[config.mk]
export PLATFORM = sky130hd
export DESIGN_NAME = instruction_fetch
export DESIGN_NICKNAME = d
export VERILOG_FILES = /design/src/rtl/instruction_fetch.sv
export SDC_FILE = /design/constraint.sdc
export NUM_CORES = 1
export LEC_CHECK = 0
export ABC_AREA = 0
export CELL_PAD_IN_SITES_DETAIL_PLACEMENT = 1
export CELL_PAD_IN_SITES_GLOBAL_PLACEMENT = 1
export CORE_MARGIN = 2
export CORE_UTILIZATION = 34
export CTS_CLUSTER_SIZE = 24
export DETAILED_ROUTE_END_ITERATION = 8
export PLACE_DENSITY = 0.86
export SLEW_MARGIN = 20
export SYNTH_ARGS = -nofsm -noshare
export SYNTH_HDL_FRONTEND = slang
export SYNTH_SLANG_ARGS = --single-unit
export TNS_END_PERCENT = 50
[constraint.sdc]
create_clock -name clk -period 6.5 [get_ports clk]
set_input_delay 1.3 -clock clk [delete_from_list [all_inputs] [get_ports clk]]
set_output_delay 1.3 -clock clk [all_outputs]
set_load 0.02 [all_outputs]
[src/rtl/instruction_fetch.sv]
// instruction_fetch: single-port memory handler that runs fetch, load and store on a shared bus.
// Optional macro INSTR_NOP_RESET_EN resets instruction_o and data_out_INSTR to a NOP.
module instruction_fetch (
    input  logic        clk,
    input  logic        rst,
    input  logic [31:0] data_in_CPU,
    input  logic [31:0] data_in_BUS,
    input  logic        data_en,
    input  logic        bus_full,
    input  logic        memWrite,
    input  logic [31:0] instruction_adr_i,
    output logic [2:0]  state,
    output logic [31:0] address_out,
    output logic [31:0] data_out_CPU,
    output logic [31:0] data_out_BUS,
    output logic [31:0] data_out_INSTR,
    output logic [31:0] instruction_o
);

`ifdef INSTR_NOP_RESET_EN
    localparam logic [31:0] INSTR_RST = 32'h0000_0013;
`else
    localparam logic [31:0] INSTR_RST = 32'h0000_0000;
`endif

    localparam logic [2:0] S_INIT      = 3'd0;
    localparam logic [2:0] S_IDLE      = 3'd1;
    localparam logic [2:0] S_READ_REQ  = 3'd2;
    localparam logic [2:0] S_WRITE_REQ = 3'd3;
    localparam logic [2:0] S_READ      = 3'd4;
    localparam logic [2:0] S_WRITE     = 3'd5;
    localparam logic [2:0] S_WAIT      = 3'd6;

    logic [2:0]  state_q;
    logic [2:0]  state_d;

    logic        fetch_q;
    logic        fetch_d;
    logic        store_q;
    logic        store_d;
    logic [31:0] addr_d;
    logic [31:0] cpu_d;
    logic [31:0] bus_d;
    logic [31:0] raw_d;
    logic [31:0] instr_d;

    assign state = state_q;

    always_ff @(posedge clk or posedge rst) begin
        if (rst) begin
            state_q <= S_INIT;
        end else begin
            state_q <= state_d;
        end
    end

    always_comb begin
        state_d = state_q;
        case (state_q)
            S_INIT:      state_d = S_IDLE;
            S_IDLE:      state_d = (data_en && memWrite) ? S_WRITE_REQ : S_READ_REQ;
            S_READ_REQ:  state_d = bus_full ? S_READ_REQ : S_READ;
            S_WRITE_REQ: state_d = bus_full ? S_WRITE_REQ : S_WRITE;
            S_READ:      state_d = S_WAIT;
            S_WRITE:     state_d = S_WAIT;
            S_WAIT:      state_d = bus_full ? S_WAIT : S_IDLE;
            default:     state_d = S_IDLE;
        endcase
    end

    // Next register values; everything not touched by the current state holds.
    always_comb begin
        fetch_d = fetch_q;
        store_d = store_q;
        addr_d  = address_out;
        cpu_d   = data_out_CPU;
        bus_d   = data_out_BUS;
        raw_d   = data_out_INSTR;
        instr_d = instruction_o;
        case (state_q)
            S_IDLE: begin
                addr_d = instruction_adr_i;
                unique case (1'b1)
                    !data_en: begin
                        fetch_d = 1'b1;
                        store_d = 1'b0;
                    end
                    data_en && !memWrite: begin
                        fetch_d = 1'b0;
                        store_d = 1'b0;
                    end
                    data_en && memWrite: begin
                        fetch_d = 1'b0;
                        store_d = 1'b1;
                        bus_d   = data_in_CPU;
                    end
                endcase
            end
            S_READ: begin
                if (fetch_q) begin
                    raw_d = data_in_BUS;
                end else begin
                    cpu_d = data_in_BUS;
                end
            end
            S_WAIT: begin
                if (!bus_full && fetch_q) begin
                    instr_d = data_out_INSTR;
                end
            end
            default: ;
        endcase
    end

    always_ff @(posedge clk or posedge rst) begin
        if (rst) begin
            fetch_q        <= 1'b0;
            store_q        <= 1'b0;
            address_out    <= 32'h0;
            data_out_CPU   <= 32'h0;
            data_out_BUS   <= 32'h0;
            data_out_INSTR <= INSTR_RST;
            instruction_o  <= INSTR_RST;
        end else begin
            fetch_q        <= fetch_d;
            store_q        <= store_d;
            address_out    <= addr_d;
            data_out_CPU   <= cpu_d;
            data_out_BUS   <= bus_d;
            data_out_INSTR <= raw_d;
            instruction_o  <= instr_d;
        end
    end

endmodule

# After elaboration in Yosys (flattened, before gate mapping)
# Index checks and enable logic that the tools add are counted.
dict set report classes {
  eq_ne 6
  mux 6
  n_reduce_logical 12
  bitwise_logic 1
}
# cell count
set op_table {}
lappend op_table {{3-bit case mux with 5 select lines} 1}
lappend op_table {{3-bit == test (second input constant)} 3}
lappend op_table {{3-bit two-way mux} 3}
lappend op_table {{2-bit AND reduction} 4}
lappend op_table {{3-bit by 2-bit == test with 1-bit output (second input constant)} 2}
lappend op_table {{2-bit OR reduction} 2}
lappend op_table {{3-bit by 1-bit == test with 1-bit output (second input constant)} 1}
lappend op_table {{1-bit logical AND} 3}
lappend op_table {{1-bit zero test} 3}
lappend op_table {{1-bit case mux with 2 select lines} 1}
lappend op_table {{1-bit two-way mux} 1}
lappend op_table {{1-bit inverter} 1}
dict set report totals {
  reg_bits 164
  wordCells 32
}

# Longest topological paths before layout
dict set report depth {
  depth_word 4
  depth_mapped 6
  depth_no_buf 3
}

# Worst setup path before layout
# No wires, ideal clock.
dict set report synth_path {
  kind {in2reg}
  startpoint {in bus_full}
  endpoint {reg instruction_o[0]}
  setup_ns 0.125
  path_buffers 1
  path_slack_ns 4.227
  cell_stages 3
  t_arrival_ns 2.149
  path_cell_list {nor4_4 -> buf_4 -> mux2_2}
}
dict set report synth_via {
  elab_chain_cells 3
}
# item line
set synth_lines {}
lappend synth_lines {{from (decl)} 9} ;# input logic bus_full,
lappend synth_lines {{1-bit zero test} 107} ;# if (!bus_full && fetch_q) begin
lappend synth_lines {{1-bit logical AND} 107}
lappend synth_lines {{2-bit AND reduction (no source line)} -}
lappend synth_lines {{to (signal assigned)} 131} ;# instruction_o <= instr_d;
lappend synth_lines {{to (decl)} 17} ;# output logic [31:0] instruction_o
# Every way passes these cells.
# A chain may end at the register's enable or synchronous reset.

# Final worst setup path
dict set report layout_path {
  startpoint {reg state_q[0] (netlist: state[0])}
  endpoint {out state[0]}
}
# item line
set layout_rtl {}
lappend layout_rtl {{from (decl)} 34} ;# logic [2:0] state_q;
lappend layout_rtl {{from (signal assigned)} 53} ;# state_q <= state_d;
lappend layout_rtl {{to (decl)} 12} ;# output logic [2:0] state,
# No word-level cell between the ends.

==> reports/results.tsv <==
stage	metric	value	unit
global_routing	grtUsageMet1	20.05	%
logic_synthesis	synthCells	363	
setup_path	path_class	reg2out	
power	p_leak	4.007	nW
floorplan	initial_core_util	34.58	%
logic_synthesis	synth_seq_area_share	66.30	%
global_routing	use_met2	32.15	%
cts	postCtsSetupRepairBufs	0	
logic_synthesis	synthDistinctLibCells	20	
timing	slew_headroom	45.29	%
place	port_buffers	263	
logic_synthesis	netlist_area	6190	sq um
final_layout	syn_to_final_growth	54.92	%
global_routing	grt_pass1_vias	4770	
final_layout	drive_gt1_share	26.82	%
global_routing	grt_usage	18.10	%
setup_path	crit_slowest_cell	clkdlybuf4s50_1	
timing	fin_setup_tns	0	ns
cts	cts_tree	yes	
cts	ctsResizeCount	0	
setup_path	critPathArrivalTime	1.79	ns
floorplan	die_y	138.9	um
global_routing	grt_pass1_wl	27.34	mm
routing	dr.pass1.iters	4	
logic_synthesis	avgSynthCellArea	17.05	sq um
timing	finalSetupViolCount	0	
final_layout	final_nets	734	
floorplan	die-area	19300	sq um
setup_path	crit_path_start_kind	flip-flop	
timing	skew	0.01286	ns
setup_path	slowest_delay	0.75	ns
routing	wl	16.98	mm
cts	cts-htree-levels	4	
cts	clkTransAtPathRegs	0.06	ns
routing	vias	4136	
global_routing	grt.overflow.total	0	
cts	cts.sinks	164	
timing	final.min_clock_period	3.088	ns
cts	numCtsBuffers	17	
flow_run	maxCapViolations	0	
timing	max_slew.worst_pin.slew	0.8206	ns
global_routing	use_met3	6.837	%
cts	root_buffer	clkbuf_16	
power	ir_drop	0.2549	mV
routing	route.detailed.drc	0	
logic_synthesis	ys_warn_count	0	
logic_synthesis	ys_seq_elements	164	
cts	clock_latency	0.42	ns
routing	wl_per_cell	19.42	um
setup_path	crit_buf_inv	1	
timing	fin_hold_ws	0.4886	ns
place	dp_hpwl	12.64	mm
timing	drv_slew	0	
place	post_dp_cell_area	9050	sq um
final_layout	postLayoutCellArea	9589	sq um
worst_hold_path	hold_class	reg2reg	
setup_path	worstPathMaxFanout	9	
routing	dr.first_iter.drc_count	167	
setup_path	crit_required	5.20	ns
floorplan	core_area	17900	sq um
floorplan	fp.dieW	138.9	um
place	place_congestion	0.7343	
run_status	run_status	complete, no violations	
timing	hold_violations	0	
timing	max_freq	323.9	MHz
setup_path	crit_chain	clkdlybuf4s50_1	
timing	grt_setup_unrepaired	false	
final_layout	fill_cells	1717	
routing	antenna_left	0	
setup_path	cpLargestDelayFamily	buffers and inverters	
final_layout	diodes	0	
cts	cts_hold_buf	0	
global_routing	grt.busiest_layer	met2	
floorplan	num_rows	49	
floorplan	io_pins	264	
timing	period_share	47.50	%
global_routing	antenna_found_initial	0	
logic_synthesis	synth_fp_nets	464	
global_routing	grt_max_degree	67	
power	powerDensity	551.4	nW/um^2
cts	cts.path.max_buffers	2	
setup_path	cp-end-kind	primary output	
power	fin_total_pwr	0.005287	W
routing	viasPerCell	4.732	
## metal layers
layer	wire (um)	vias up	share of wire [%]
met5	0	-	0
met4	304	0	1.8
met3	1342	22	7.9
met2	8900	169	52
met1	6427	2120	38
li1	-	1825	-
## path summary, 6_finish.rpt
path	startpoint	cells past startpoint	endpoint	slack [ns]
setup reg to reg	state[2]$_DFF_PP0_	4	data_out_INSTR[24]$_DFFE_PP0P_	4.22
hold / removal	data_out_BUS[8]$_DFFE_PP0P_	1	data_out_BUS[8]$_DFFE_PP0P_	0.49
max in group asynchronous	rst	3	address_out[4]$_DFFE_PP0N_	4.06
hold reg to reg	data_out_BUS[8]$_DFFE_PP0P_	1	data_out_BUS[8]$_DFFE_PP0P_	0.49
min in group asynchronous	rst	2	address_out[22]$_DFFE_PP0N_	1.27
setup / recovery	state[0]$_DFF_PP0_	1	state[0]	3.41
## Yosys cell counts, drive strengths merged
master	number	area, sq um
dfrtp	164	4104
mux2	160	1802
buf	19	131.4
inv	3	11.26
nand2	3	11.26
nor2b	2	12.51
nor3	2	15.01
o21ai	2	10.01
a21oi	1	5.000
and3	1	6.260
mux2i	1	10.01
nor3b	1	18.77
nor4	1	21.27
nor4b	1	15.01
o31ai	1	7.510
or3b	1	8.760
## state kept, by name, indices dropped and copies added (netlist names)
register and flops:
state 3, data_out_BUS 32, instruction_o 32, fetch_q 1, data_out_CPU 32, address_out 32, data_out_INSTR 32
## stage by stage
stage	util [%]	cells	setup WS, ns
after floorplan	-	363	0.7667
after global placement	50.55	843	3.506
after detailed placement	50.55	843	3.436
after CTS	53.56	874	3.406
after global routing	53.56	874	3.357
final	53.56	874	3.412
## layout by cell type, fill, tap and decap left out
cell and n:
dfrtp_1 164, clkbuf_16 17, clkinvlp_4 5, nor4b_4 1, nor3_4 1, nand2_1 3
clkbuf_8 1, mux2i_1 1, nor4_4 1, nor2b_1 2, inv_1 2, and3_1 1
nor3_1 1, mux2_2 129, inv_6 5, a21oi_1 1, mux2_1 31, clkinv_4 2
o31ai_1 1, clkinv_2 2, or3b_2 1, buf_4 7, nor3b_4 1, clkdlybuf4s50_1 263
o21ai_0 2
## cell type report
cell class,instances,area [sq um],share of cell area (%)
Multi-Input combinational cell,177,1958,20.42
Tap cell,229,286.5,2.988
Timing Repair Buffer,270,2685,28.00
Sequential cell,164,4104,42.80
Inverter,3,16.27,0.1696
Clock buffer,18,439.2,4.580
Clock inverter,13,100.1,1.044
## report_power, final
part	total [W]	switching (W)	internal [W]
combinational	0.00251	0.00118	0.00134
clock	0.000924	0.000424	0.000500
sequential	0.00185	0.000325	0.00153
total	0.00529	0.00192	0.00336
## cells by family after synthesis
kind of cell | after synthesis | synth area share [%]
flops | 164 | 66.30
buf+inv | 22 | 2.304
mux | 161 | 29.27
compound gates | 4 | 0.3638
simple gates | 12 | 1.759
Note: power is estimated with default switching activity, not from simulation.
